`src/rtl/seg_display_pkg.sv`:
```
// Shared constants for the multiplexed seven-segment display path.
// Segment codes are active-low, ordered g,f,e,d,c,b,a (bit 6 down to bit 0).
package seg_display_pkg;

    localparam int NUM_DIGITS = 4;

    localparam logic [3:0] AN_OFF  = 4'b1111;
    localparam logic [6:0] SEG_OFF = 7'b1111111;

    localparam logic [6:0] SEG_LUT [16] = '{
        7'b1000000, 7'b1111001, 7'b0100100, 7'b0110000,
        7'b0011001, 7'b0010010, 7'b0000010, 7'b1111000,
        7'b0000000, 7'b0010000, 7'b0001000, 7'b0000011,
        7'b1000110, 7'b0100001, 7'b0000110, 7'b0001110
    };

endpackage

```
`src/rtl/hex_to_7seg.sv`:
```
// Combinational hex digit to active-low gfedcba decoder; zero latency.
// No flow control: output follows input within the same cycle.
module hex_to_7seg
    import seg_display_pkg::*;
(
    input  logic [3:0] i_hex,
    output logic [6:0] o_seg
);

    assign o_seg = SEG_LUT[i_hex];

endmodule

```
`src/rtl/seg_alarm_driver.sv`:
```
// Drives a 4-digit common-anode display (frame-snapshotted scan), status LEDs and a blink-gated buzzer.
// Inputs are registered once; display updates on refresh ticks; no backpressure, outputs are free-running.
module seg_alarm_driver
    import seg_display_pkg::*;
#(
    parameter int REFRESH_DIV = 100000,
    parameter int BLINK_DIV   = 25000000,
    parameter int TONE_DIV    = 25000
) (
    input  logic       clk,
    input  logic       reset,
    input  logic [3:0] hexa3,
    input  logic [3:0] hexa2,
    input  logic [3:0] hexa1,
    input  logic [3:0] hexa0,
    input  logic       luz_normal,
    input  logic       luz_alerta,
    input  logic       alarma_alerta,
    output logic [3:0] an,
    output logic [6:0] seg,
    output logic       dp,
    output logic       led_normal,
    output logic       led_alerta,
    output logic       buzzer
);

    localparam int RW = $clog2(REFRESH_DIV);
    localparam int BW = $clog2(BLINK_DIV);
    localparam int TW = (TONE_DIV > 1) ? $clog2(TONE_DIV) : 1;

    localparam logic [RW-1:0] REF_LAST   = RW'(REFRESH_DIV - 1);
    localparam logic [BW-1:0] BLINK_LAST = BW'(BLINK_DIV - 1);
    localparam logic [TW-1:0] TONE_LAST  = TW'(TONE_DIV - 1);
    localparam logic [1:0]    IDX_LAST   = 2'(NUM_DIGITS - 1);

    logic [NUM_DIGITS-1:0][3:0] r_hex;
    logic [NUM_DIGITS-1:0][3:0] r_snap;
    logic                       r_normal;
    logic                       r_alert;
    logic                       r_alarm;

    logic [RW-1:0] r_ref_cnt;
    logic [1:0]    r_idx;
    logic [3:0]    r_an;
    logic [6:0]    r_seg;

    logic [BW-1:0] r_blink_cnt;
    logic          r_blink_on;
    logic [TW-1:0] r_tone_cnt;
    logic          r_buzzer;

    logic       w_tick;
    logic [1:0] w_idx_nxt;
    logic [3:0] w_sel_digit;
    logic [6:0] w_seg;
    logic       w_gate;

    assign w_tick    = (r_ref_cnt == REF_LAST);
    assign w_idx_nxt = r_idx + 2'd1;
    // On the frame-start tick the snapshot is loading this same edge, so decode straight from hex_r.
    assign w_sel_digit = (r_idx == IDX_LAST) ? r_hex[w_idx_nxt] : r_snap[w_idx_nxt];
    assign w_gate      = r_alarm & r_blink_on;

    hex_to_7seg u_dec (
        .i_hex (w_sel_digit),
        .o_seg (w_seg)
    );

    always_ff @(posedge clk or posedge reset) begin
        if (reset) begin
            r_hex    <= '0;
            r_normal <= 1'b0;
            r_alert  <= 1'b0;
            r_alarm  <= 1'b0;
        end else begin
            r_hex    <= {hexa3, hexa2, hexa1, hexa0};
            r_normal <= luz_normal;
            r_alert  <= luz_alerta;
            r_alarm  <= alarma_alerta;
        end
    end

    always_ff @(posedge clk or posedge reset) begin
        if (reset) begin
            r_ref_cnt <= '0;
            r_idx     <= IDX_LAST;
            r_snap    <= '0;
            r_an      <= AN_OFF;
            r_seg     <= SEG_OFF;
        end else if (w_tick) begin
            r_ref_cnt <= '0;
            r_idx     <= w_idx_nxt;
            if (r_idx == IDX_LAST) begin
                r_snap <= r_hex;
            end
            r_an  <= ~(4'b0001 << w_idx_nxt);
            r_seg <= w_seg;
        end else begin
            r_ref_cnt <= r_ref_cnt + 1'b1;
        end
    end

    always_ff @(posedge clk or posedge reset) begin
        if (reset) begin
            r_blink_cnt <= '0;
            r_blink_on  <= 1'b1;
        end else if (!r_alert) begin
            r_blink_cnt <= '0;
            r_blink_on  <= 1'b1;
        end else if (r_blink_cnt == BLINK_LAST) begin
            r_blink_cnt <= '0;
            r_blink_on  <= ~r_blink_on;
        end else begin
            r_blink_cnt <= r_blink_cnt + 1'b1;
        end
    end

    always_ff @(posedge clk or posedge reset) begin
        if (reset) begin
            r_tone_cnt <= '0;
            r_buzzer   <= 1'b0;
        end else if (!w_gate) begin
            r_tone_cnt <= '0;
            r_buzzer   <= 1'b0;
        end else if (r_tone_cnt == TONE_LAST) begin
            r_tone_cnt <= '0;
            r_buzzer   <= ~r_buzzer;
        end else begin
            r_tone_cnt <= r_tone_cnt + 1'b1;
        end
    end

    assign an         = r_an;
    assign seg        = r_seg;
    assign dp         = 1'b1;
    assign led_normal = r_normal & ~r_alert;
    assign led_alerta = r_alert & r_blink_on;
    assign buzzer     = r_buzzer;

endmodule

```
`config.mk`:
```
export PLATFORM = sky130hd
export DESIGN_NAME = seg_alarm_driver
export DESIGN_NICKNAME = d
export VERILOG_FILES = /design/src/rtl/seg_display_pkg.sv /design/src/rtl/hex_to_7seg.sv /design/src/rtl/seg_alarm_driver.sv
export SDC_FILE = /design/constraint.sdc
export NUM_CORES = 1
export LEC_CHECK = 0
export ABC_AREA = 1
export BUFFER_PORTS_ARGS = -buffer_cell sky130_fd_sc_hd__buf_4
export CORE_MARGIN = 2
export CORE_UTILIZATION = 30
export CTS_CLUSTER_DIAMETER = 150
export DETAILED_ROUTE_END_ITERATION = 8
export SLEW_MARGIN = 25
export SYNTH_ARGS = -nofsm -noshare
export SYNTH_HDL_FRONTEND = slang
export SYNTH_HIERARCHICAL = 1
export SYNTH_SLANG_ARGS = --single-unit
```
`constraint.sdc`:
```
create_clock -name clk -period 4.6 [get_ports clk]
set_input_delay 0.46 -clock clk [delete_from_list [all_inputs] [get_ports clk]]
set_output_delay 0.46 -clock clk [all_outputs]
set_load 0.05 [all_outputs]
```
# Word-level counts from Yosys, hierarchy flattened
# Memory sizes are Yosys's and may differ from the RTL's. A register that Yosys moved wholly into a read port is not among the register bits.
# Cells that the tools add are included.
# Widths: inputs -> output; s select.
dict set report op_classes {
  add_sub_neg 4
  n_lt_le_gt_ge 1
  n_eq_ne 6
  n_shift 1
  n_mux 14
  n_bitwise 8
  n_reduce_logical 1
}
# cell count
set ops {}
lappend ops {{$mux 25} 2}
lappend ops {{$mux 15} 2}
lappend ops {{$add 25x1->25 const B} 1}
lappend ops {{$eq 25x25->1 const B} 1}
lappend ops {{$add 17x1->17 const B} 1}
lappend ops {{$eq 17x17->1 const B} 1}
lappend ops {{$mux 17} 1}
lappend ops {{$bmux 4 s2} 2}
lappend ops {{$add 15x1->15 const B} 1}
lappend ops {{$eq 15x15->1 const B} 1}
lappend ops {{$mux 4} 3}
lappend ops {{$not 4->5} 1}
lappend ops {{$mux 1} 4}
lappend ops {{$ne 2x1->1 const B} 2}
lappend ops {{$not 4->4} 1}
lappend ops {{$shl 1x2->4 const A} 1}
lappend ops {{$and 1x1->1} 3}
lappend ops {{$lt 2x3->1 const B} 1}
lappend ops {{$not 1->1} 3}
lappend ops {{$add 2x1->2 const B} 1}
lappend ops {{$eq 2x2->1 const B} 1}
lappend ops {{$reduce_and 2->1} 1}
dict set report totals {
  register_bits 100
  mem_bits_ro 112
  input_bits 21
  out_inout_bits 15
  elab_cells 54
  memories 1
}
# memory depth width rd rd_ports_with_merged_regs wr line_no
set mem_list {}
lappend mem_list {{(no name shown)} 16 7 1 1 0 hex_to_7seg.sv:10} ;# assign o_seg = SEG_LUT[i_hex];

# Longest topological paths before layout
# Gate-level depths: netlist of the first run.
dict set report depth {
  depth_word 5
  ltp_mapped 17
  mapped_depth_nobuf 15
}

# Hierarchy
# The synthesis of the first run kept the hierarchy.
# module n_inst cells_each area_per_inst_um2 seq_area_each_um2
set modules_own_cells {}
lappend modules_own_cells {seg_alarm_driver 1 638 5104.9 2695.1}
lappend modules_own_cells {hex_to_7seg 1 49 274.0 0.0}

# Worst setup path before layout of the first run
# Ideal clock, no wire load.
dict set report synth_timing {
  path_kind {register -> register}
  from {register r_idx[0]}
  to {register r_seg[3] (netlist: seg[3])}
  setup_time_ps 61
  t_arrival_ps 2731
  t_required_ps 4539
  setup_slack_ps 1808
  stages_incl_launch_ff 17
  path_buffers 3
  period_less_slack_ps 2792
  path_cell_list {dfstp_2 -> buf_2 -> inv_2 -> ha_1 -> clkbuf_1 -> clkbuf_1 -> o21ai_0 -> o21ai_1 -> nand2_1 -> nand2_1 -> inv_1 -> ha_1 -> nand2_1 -> nand3_1 -> nand2_1 -> nand2_1 -> nand2_1}
}
dict set report synth_between {
  elab_chain_len 5
  elab_cells_between_ends 8
  cone_classes {1 x add/sub; 1 x eq/ne; 5 x mux; 1 x bitwise}
}
# element line_no
set synth_lines {}
lappend synth_lines {{start, declared} seg_alarm_driver.sv:43} ;# logic [1:0] r_idx;
lappend synth_lines {{start signal, assigned} seg_alarm_driver.sv:92} ;# r_idx <= w_idx_nxt;
lappend synth_lines {{$add 2x1->2 *} seg_alarm_driver.sv:59} ;# assign w_idx_nxt = r_idx + 2'd1;
lappend synth_lines {{via w_idx_nxt[0]} seg_alarm_driver.sv:53} ;# logic [1:0] w_idx_nxt;
lappend synth_lines {{$bmux 4 s2} seg_alarm_driver.sv:61} ;# assign w_sel_digit = (r_idx == IDX_LAST) ? r_hex[w_idx_nxt] : r_snap[w_idx_nxt];
lappend synth_lines {{$mux 4 (not written as such)} seg_alarm_driver.sv:61}
lappend synth_lines {{$mux 4 *} seg_alarm_driver.sv:61}
lappend synth_lines {{via w_sel_digit[0]} seg_alarm_driver.sv:54} ;# logic [3:0] w_sel_digit;
lappend synth_lines {{$not 4->5 (not written as such) *} hex_to_7seg.sv:10}
lappend synth_lines {{end, declared} seg_alarm_driver.sv:45} ;# logic [6:0] r_seg;
# The timed path passes the listed nets; every way through them passes the cells marked *. The select of a mux whose other input is x is not followed.
# A chain may end at the register's enable or synchronous reset.

# Worst setup path in the final report of the first run
# Same ends and word-level chain as after synthesis.

==> results.py, run 1 <==
metrics = {
    "setup_path": {
        "crit_arrival_ps": 3310,
        "critPathLaunchType": "flip-flop",
        "rrSetupSlack_ps": 1580,
        "critPathRequiredTime_ps": 4890,
        "cp-end-kind": "flip-flop",
        "worstPathMaxFanout": 23,
        "slowest_stage": "dfstp_2",
        "cpPeakStageDelay_ps": 800,
        "crit_path_frequent_cell": "nand2_1",
        "critPathKind": "reg -> reg",
        "cp_cell_sequence": "inv_2, ha_1, o21ai_0, o22ai_1, nand2_1, nand2_1, inv_1, ha_1, nand2_1, nand3_1, nand2_1, nand2_1, nand2_1",
    },
    "clock_tree": {
        "hold_buffers": 0,
        "clock-sinks": 107,
        "cts_max_level": 3,
        "cts_tree": "yes",
        "clkLatencyLatePin_ps": 350,
        "cts_root_buffer": "clkbuf_16",
        "post_cts_buffers": 0,
        "cts_resized": 0,
        "cts.clk_slew.worst_paths_ps": 70,
        "cts_buffers": 9,
        "ctsLongestPathBuffers": 2,
    },
    "min_path": {
        "hold_class": "in -> reg",
    },
    "run": {
        "max_cap_violations": 0,
    },
    "route": {
        "drt_iter0_drc": 330,
        "drcViolationCount": 0,
        "dr.pass1.iters": 5,
        "drt-wirelength-per-cell_um": 11.5,
        "postRouteAntennaNets": 0,
        "vias_per_cell": 4.52,
        "vias": 4295,
        "totalWireLength_mm": 11.0,
    },
    "global_route": {
        "grt_pass1_vias": 4006,
        "grt_max_degree": 76,
        "grt_usage_pct": 12.6,
        "grt_pass1_wl_mm": 19.0,
        "antenna_found_initial": 0,
        "globalRouteOverflowTotal": 0,
    },
    "timing": {
        "setup_tns_ps": 0,
        "relSlewSlack_pct": 34.8,
        "setup_viol": 0,
        "hold_viol_final": 0,
        "worst_pin_slew_ps": 971,
        "finalClockSkew_ps": 7.59,
        "min_period_ps": 3020,
        "finalMaxSlewViolations": 0,
        "hold_ws_ps": 214,
        "rsz0062_at_grt": "no",
        "post-route-period-util_pct": 65.6,
        "max_freq_ghz": 0.331,
    },
    "synthesis": {
        "ys_ff_latch": 107,
        "synth_nets": 723,
        "syn_area_um2": 5380,
        "netlist.area_leader.share_pct": 43.3,
        "syn_avg_cell_area_um2": 7.83,
        "synth_area_leader_cell": "dfrtp_1",
        "ys_top_cells_by_area": "dfrtp_1, nand2_1, nor2_1",
        "ys_seq_area_share_pct": 50.1,
        "ys_types": 33,
        "synthCells": 687,
        "yosysWarnings": 6,
    },
    "floorplanning": {
        "die-width_um": 138,
        "core-area_um2": 17400,
        "ios": 36,
        "initial_core_util_pct": 30.9,
        "die_y_um": 138,
        "die-area_um2": 19000,
        "rows": 48,
    },
    "placement": {
        "io_buffers": 34,
        "dp_hpwl_mm": 7.82,
        "dp.cells": 934,
        "routabilityCongestion": 0.863,
    },
    "finish": {
        "drive_gt1_share_pct": 10.6,
        "nets": 756,
        "instances_no_fill": 950,
        "fillers": 1809,
        "antenna_cells": 0,
        "areaGrowthSynthToFinish_pct": 15.1,
    },
    "power_and_ir_drop": {
        "powerDensity_nw_per_um2": 311,
        "ir_worst_vdd_uv": 214,
        "p_leak_nw": 2.87,
        "finalPower_mw": 1.92,
    },
    "outcome": {
        "outcome": "finished, final reports clean",
    },
}
cell usage after synthesis:
library cell	instances
ha_1	15
o21bai_1	1
nor3b_1	1
buf_2	4
nand3b_1	2
inv_1	71
nor2_1	115
xor2_1	14
nand3_1	33
clkinv_1	2
inv_2	4
nand4_1	6
nor3_2	1
nor2_2	2
a21o_1	1
nand2_1	213
nor2_4	3
nand2_2	2
clkbuf_1	4
buf_6	3
conb_1	1
a21oi_1	13
dfrtp_1	93
o22ai_1	5
o21ai_1	4
o21ai_0	28
nor3_1	18
mux2i_1	5
xnor2_1	5
o21ai_2	1
o31ai_1	1
buf_4	2
dfstp_2	14
cell families (layout without fill, tap and decap cells):
family	count (synthesis)	in the layout	synth area share, %
multiplexers	5	5	0.930
adder cells (fa/ha/maj)	15	15	3.49
XOR/XNOR	19	19	3.09
flip-flops	107	107	50.1
AND/OR/NAND/NOR	396	396	30.0
other	1	1	0.0697
buffers and inverters	90	128	6.93
AO/OA/AOI/OAI	54	54	5.35
path summary, 6_finish.rpt:
path / startpoint / endpoint / cells past startpoint
setup / recovery: r_idx[0]$_DFFE_PP1N_ / seg[3]$_DFFE_PP1N_ / 13
hold reg to reg: r_tone_cnt[0]$_DFF_PP0_ / r_tone_cnt[0]$_DFF_PP0_ / 1
min in group asynchronous: reset / r_ref_cnt[15]$_DFF_PP0_ / 2
hold / removal: luz_normal / r_normal$_DFF_PP0_ / 1
setup reg to reg: r_idx[0]$_DFFE_PP1N_ / seg[3]$_DFFE_PP1N_ / 13
max in group asynchronous: reset / r_blink_on$_DFFE_PP1P_ / 3
placed cells by master, fill, tap and decap left out, types with 4 or more instances in the layout:
master,n
nor2_1,115
clkbuf_16,9
buf_4,35
mux2i_1,5
o22ai_1,5
a21oi_1,13
nand2_1,213
dfstp_2,14
dfrtp_1,93
nand4_1,6
xor2_1,14
o21ai_0,28
inv_2,4
inv_1,70
xnor2_1,5
ha_1,15
o21ai_1,4
nand3_1,33
nor3_1,18
report_power, final:
part / switching (mW) / internal, mW
logic: 0.0482 / 0.0210
clock network: 0.338 / 0.548
registers: 0.0105 / 0.956
through the flow:
step                util, %  instance area [um2]  worst slack (ps)
floorplan                 -                 5380              1350
global placement       33.5                 5840              1720
detailed placement     33.5                 5840              1620
CTS                    35.5                 6190              1590
global route           35.5                 6190              1240
finish                 35.5                 6190              1580
worst max-delay path, delay by kind of cell (launching register included):
family | cells | cell delay, ps
buf+inv | 2 | 340
compound gates | 2 | 340
simple gates | 7 | 560
fa+ha+maj | 2 | 940
flops | 1 | 800
metal layers:
| layer | share of wire, % | track usage (%) | up-vias | routed length, um |
|---|---|---|---|---|
| met5 | 0 | 0 | - | 0 |
| met4 | 1.8 | 4.65 | 0 | 202 |
| met3 | 5.2 | 3.40 | 19 | 569 |
| met2 | 44 | 18.4 | 101 | 4830 |
| met1 | 49 | 18.0 | 1974 | 5370 |
| li1 | - | - | 2201 | - |
cell type report:
type,instances,area [um2],area share [%]
Inverter,77,294,4.75
Clock buffer,12,246,3.98
Sequential cell,107,2700,43.6
Timing Repair Buffer,35,263,4.25
Tap cell,225,282,4.55
Clock inverter,4,97.6,1.58
Multi-Input combinational cell,490,2310,37.3
registers in the layout (all words and copies together) (netlist names):
| name | cells |
|---|---|
| an | 4 |
| buzzer | 1 |
| r_alarm | 1 |
| r_alert | 1 |
| r_blink_cnt | 25 |
| r_blink_on | 1 |
| r_hex | 16 |
| r_idx | 2 |
| r_normal | 1 |
| r_ref_cnt | 17 |
| r_snap | 16 |
| r_tone_cnt | 15 |
| seg | 7 |
Note: power is estimated with default switching activity, not from simulation.
==> run 2: changes to the inputs <==
- clock period: 4.6 -> 2.9 ns (I/O delays scaled with it)
==> run 2 against run 1 <==
Worst setup slack worse by 1300 ps. Hold slack worse by 170 ps. Wire length up 1.6%. Critical path type unchanged.
==> results.py, run 2 (same netlist as run 1, synthesis figures left out) <==
metrics = {
    "timing": {
        "setup_viol": 0,
        "relSlewSlack_pct": 43.9,
        "finalMaxSlewViolations": 0,
        "finalClockSkew_ps": 5.85,
        "worst_pin_slew_ps": 839,
        "setup_tns_ps": 0,
        "max_freq_ghz": 0.387,
        "post-route-period-util_pct": 89.2,
        "finalWorstSetupSlack_ps": 313,
        "rsz0062_at_grt": "no",
        "hold_viol_final": 0,
        "min_period_ps": 2590,
        "hold_ws_ps": 39.3,
    },
    "route": {
        "vias_per_cell": 4.41,
        "drt_iter0_drc": 246,
        "dr.pass1.iters": 4,
        "routed.top_layer": "met4",
        "drt-wirelength-per-cell_um": 11.6,
        "postRouteAntennaNets": 0,
        "wl_met3_um": 427,
        "totalWireLength_mm": 11.1,
        "vias": 4219,
        "drt-met1-wl_mm": 5.65,
        "drcViolationCount": 0,
        "wl_met2_mm": 4.93,
    },
    "finish": {
        "areaGrowthSynthToFinish_pct": 15.4,
        "multi_input_area_um2": 2310,
        "antenna_cells": 0,
        "layout_common_cells": "nand2_1, nor2_1, dfrtp_1, inv_1, buf_4",
        "drive_gt1_share_pct": 11.4,
        "top_register": "r_blink_cnt",
        "final_common_cell": "nand2_1",
        "instances_no_fill": 956,
        "reg_top3": "r_blink_cnt (25), r_ref_cnt (17)",
        "fillers": 1876,
        "fin_util_pct": 35.6,
        "final_area_um2": 6210,
        "nets": 762,
        "largest_register_ffs": 25,
        "seq_area_um2": 2700,
    },
    "setup_path": {
        "critPathLaunch": "r_idx[0]$_DFFE_PP1N_",
        "slowest_stage": "ha_1",
        "critPathKind": "reg -> reg",
        "critPathLaunchType": "flip-flop",
        "cp_num_buf_inv": 2,
        "critPathRequiredTime_ps": 3190,
        "worstPathMaxFanout": 17,
        "cp_cell_sequence": "inv_2, ha_1, o21ai_0, o22ai_1, nand2_1, nand2_1, inv_1, ha_1, nand2_1, nand3_1, nand2_1, nand2_1, nand2_1",
        "crit_path_frequent_cell": "nand2_1",
        "crit_family": "adder cells",
        "cp-endpoint": "seg[3]$_DFFE_PP1N_",
        "crit_arrival_ps": 2880,
        "cp-end-kind": "flip-flop",
        "rrSetupSlack_ps": 310,
        "worst-path-stages": 13,
        "r2r_start": "r_idx[0]$_DFFE_PP1N_",
        "cpPeakStageDelay_ps": 570,
        "worstReg2RegEnd": "seg[3]$_DFFE_PP1N_",
        "worst-r2r-cell-count": 13,
    },
    "placement": {
        "post-place-ws_ps": 320,
        "io_buffers": 34,
        "dp_hpwl_mm": 8.09,
        "dpl_cell_area_um2": 5900,
        "dp.cells": 940,
        "routabilityCongestion": 0.836,
    },
    "clock_tree": {
        "clock-sinks": 107,
        "cts_root_buffer": "clkbuf_16",
        "cts_max_level": 3,
        "ctsLongestPathBuffers": 2,
        "clkLatencyLatePin_ps": 350,
        "cts.clk_slew.worst_paths_ps": 70,
        "hold_buffers": 0,
        "cts_resized": 0,
        "cts_buffers": 9,
        "cts_tree": "yes",
        "post_cts_buffers": 0,
    },
    "floorplanning": {
        "ios": 36,
        "core-area_um2": 17400,
        "die-area_um2": 19000,
        "die_y_um": 138,
        "initial_core_util_pct": 30.9,
        "rows": 48,
        "die-width_um": 138,
    },
    "power_and_ir_drop": {
        "powerDensity_nw_per_um2": 467,
        "p_leak_nw": 2.89,
        "finalPower_mw": 2.90,
        "ir_worst_vdd_uv": 303,
    },
    "outcome": {
        "outcome": "finished, final reports clean",
    },
    "run": {
        "max_cap_violations": 0,
    },
    "global_route": {
        "globalRouteOverflowTotal": 0,
        "grt_max_degree": 39,
        "antenna_found_initial": 0,
        "grt_pass1_vias": 4065,
        "grt_pass1_wl_mm": 19.0,
        "grt_usage_pct": 12.6,
    },
    "min_path": {
        "hold_class": "in -> reg",
        "hold_depth": 1,
    },
}
-- run 2: cell count changes in the layout (fill, tap and decap cells not counted) --
cell and delta:
inv_6 -1, buf_12 +1, clkbuf_8 +1, buf_4 +5, clkinvlp_4 +1, bufinv_16 -2
clkinv_4 +1
-- run 2: layout make-up --
| type | count | share of cell area, % |
|---|---|---|
| Clock inverter | 3 | 0.746 |
| Tap cell | 225 | 4.54 |
| Sequential cell | 107 | 43.4 |
| Clock buffer | 13 | 4.19 |
| Timing Repair Buffer | 41 | 5.16 |
| Multi-Input combinational cell | 490 | 37.2 |
| Inverter | 77 | 4.72 |
-- run 2: report_power, final --
part	switching, mW	total, mW	internal [mW]	leakage (nW)
clock network	0.534	1.25	0.719	0.146
registers	0.0168	1.53	1.52	1.38
logic	0.0773	0.116	0.0384	1.36
-- run 2: worst min-delay path by stage --
stage / from / endpoint / slack [ps]
global placement: luz_alerta / r_alert$_DFF_PP0_ / 400
CTS: luz_alerta / r_alert$_DFF_PP0_ / 20
finish: luz_alerta / r_alert$_DFF_PP0_ / 40
floorplan: alarma_alerta / r_alarm$_DFF_PP0_ / 320
global route: luz_normal / r_normal$_DFF_PP0_ / 20
detailed placement: hexa3[2] / r_hex[14]$_DFF_PP0_ / 400
-- run 2: routing by layer --
layer / vias up / GRT usage, %
li1: 2208 / -
met4: 0 / 4.08
met3: 9 / 3.25
met5: - / 0
met2: 55 / 19.8
met1: 1947 / 17.1
==> run 3: changes to the inputs <==
- MAX_ROUTING_LAYER: not set -> met4
- SLEW_MARGIN: 25 -> 20
==> run 3 against run 2 <==
Die area did not move. Sequential share of layout area did not move. Critical path depth did not move. Largest power group unchanged. Total power barely moved.
==> results.py, run 3 (same netlist as run 1, synthesis figures left out) <==
metrics = {
    "finish": {
        "antenna_cells": 0,
        "layout_common_cells": "nand2_1, nor2_1, dfrtp_1, inv_1, buf_4",
        "drive_gt1_share_pct": 11.4,
        "final_common_cell": "nand2_1",
        "reg_top3": "r_blink_cnt (25), r_ref_cnt (17)",
        "nets": 762,
        "areaGrowthSynthToFinish_pct": 15.4,
        "largest_register_ffs": 25,
        "top_register": "r_blink_cnt",
        "fillers": 1876,
    },
    "clock_tree": {
        "cts_max_level": 3,
        "ctsLongestPathBuffers": 2,
        "clock-sinks": 107,
        "cts.clk_slew.worst_paths_ps": 70,
        "cts_buffers": 9,
        "cts_resized": 0,
        "hold_buffers": 0,
        "cts_tree": "yes",
        "post_cts_buffers": 0,
        "cts_root_buffer": "clkbuf_16",
        "clkLatencyLatePin_ps": 350,
    },
    "placement": {
        "post-place-ws_ps": 320,
        "routabilityCongestion": 0.849,
        "io_buffers": 34,
        "dp_hpwl_mm": 8.09,
    },
    "setup_path": {
        "critPathKind": "reg -> reg",
        "critPathRequiredTime_ps": 3190,
        "cpPeakStageDelay_ps": 570,
        "cp_cell_sequence": "inv_2, ha_1, o21ai_0, o22ai_1, nand2_1, nand2_1, inv_1, ha_1, nand2_1, nand3_1, nand2_1, nand2_1, nand2_1",
        "worstPathMaxFanout": 17,
        "slowest_stage": "ha_1",
        "crit_arrival_ps": 2880,
        "cp-end-kind": "flip-flop",
        "crit_path_frequent_cell": "nand2_1",
        "critPathLaunchType": "flip-flop",
    },
    "outcome": {
        "outcome": "finished, final reports clean",
    },
    "route": {
        "drt-wirelength-per-cell_um": 11.6,
        "totalWireLength_mm": 11.1,
        "vias": 4228,
        "drt_iter0_drc": 244,
        "vias_per_cell": 4.42,
        "postRouteAntennaNets": 0,
        "wl_met2_mm": 4.89,
        "dr.pass1.iters": 4,
        "drt-met1-wl_mm": 5.69,
        "routed.top_layer": "met4",
        "drcViolationCount": 0,
        "wl_met3_um": 414,
    },
    "global_route": {
        "grt_pass1_wl_mm": 19.0,
        "grt_max_degree": 39,
        "antenna_found_initial": 0,
        "globalRouteOverflowTotal": 0,
        "grt_usage_pct": 13.1,
        "grt_pass1_vias": 4057,
    },
    "timing": {
        "relSlewSlack_pct": 43.3,
        "min_period_ps": 2590,
        "hold_ws_ps": 41.3,
        "finalMaxSlewViolations": 0,
        "finalClockSkew_ps": 5.31,
        "post-route-period-util_pct": 89.2,
        "finalWorstSetupSlack_ps": 312,
        "hold_viol_final": 0,
        "worst_pin_slew_ps": 848,
        "max_freq_ghz": 0.386,
        "setup_viol": 0,
        "rsz0062_at_grt": "no",
        "setup_tns_ps": 0,
    },
    "power_and_ir_drop": {
        "p_leak_nw": 2.89,
        "powerDensity_nw_per_um2": 467,
        "ir_worst_vdd_uv": 302,
    },
    "floorplanning": {
        "core-area_um2": 17400,
        "ios": 36,
        "die-width_um": 138,
        "die-area_um2": 19000,
        "die_y_um": 138,
        "initial_core_util_pct": 30.9,
        "rows": 48,
    },
    "min_path": {
        "hold_class": "in -> reg",
    },
    "run": {
        "max_cap_violations": 0,
    },
}
==> run 3: cell counts in the layout (fill, tap and decap cells not counted) <==
Identical to the previous run, type by type.
==> run 3: where the power goes <==
part           switching [mW]  internal [mW]
sequential             0.0167           1.52
clock                   0.533          0.719
combinational          0.0770         0.0384
total                   0.627           2.27
==> run 3: metal layers <==
metal  vias to the layer above  global-route usage (%)
li1                       2207                       -
met1                      1953                    17.2
met3                         7                    3.36
met2                        61                    19.7
met4                         0                    4.08
met5                         -                       -
==> run 3: final timing paths <==
kind                       cells past startpoint  slack [ps]                    from                      to
max in group asynchronous                      3        1980                   reset      seg[6]$_DFFE_PP1N_
hold / removal                                 1          40              luz_alerta       r_alert$_DFF_PP0_
min in group asynchronous                      2         100                   reset      r_hex[3]$_DFF_PP0_
hold reg to reg                                1         460  r_ref_cnt[0]$_DFF_PP0_  r_ref_cnt[0]$_DFF_PP0_
setup / recovery                              13         310    r_idx[0]$_DFFE_PP1N_      seg[3]$_DFFE_PP1N_
setup reg to reg                              13         310    r_idx[0]$_DFFE_PP1N_      seg[3]$_DFFE_PP1N_
==> run 3: worst max-delay path: cells and delay by family (launching register included) <==
family / cells / cell delay, ps
compound gates: 2 / 320
fa+ha+maj: 2 / 900
buf+inv: 2 / 230
flops: 1 / 540
simple gates: 7 / 540
==> run 3: area by class of cell <==
class	instances	area, um2	share of cell area, %
flip-flops and latches	107	2700	43.4
multi-input cells	490	2310	37.2
repair buffers	41	320	5.16
inverters	77	293	4.72
well taps	225	282	4.54
clock buffers	13	260	4.19
clock inverters	3	46.3	0.746
==> run 3: through the flow <==
step / cells / instance area (um2) / util [%] / power [mW]
floorplan: 687 / 5380 / - / 1.62
global placement: 940 / 5900 / 33.9 / 1.68
detailed placement: 940 / 5900 / 33.9 / 1.68
CTS: 956 / 6210 / 35.6 / 2.96
global route: 956 / 6210 / 35.6 / 3.04
finish: 956 / 6210 / 35.6 / 2.90
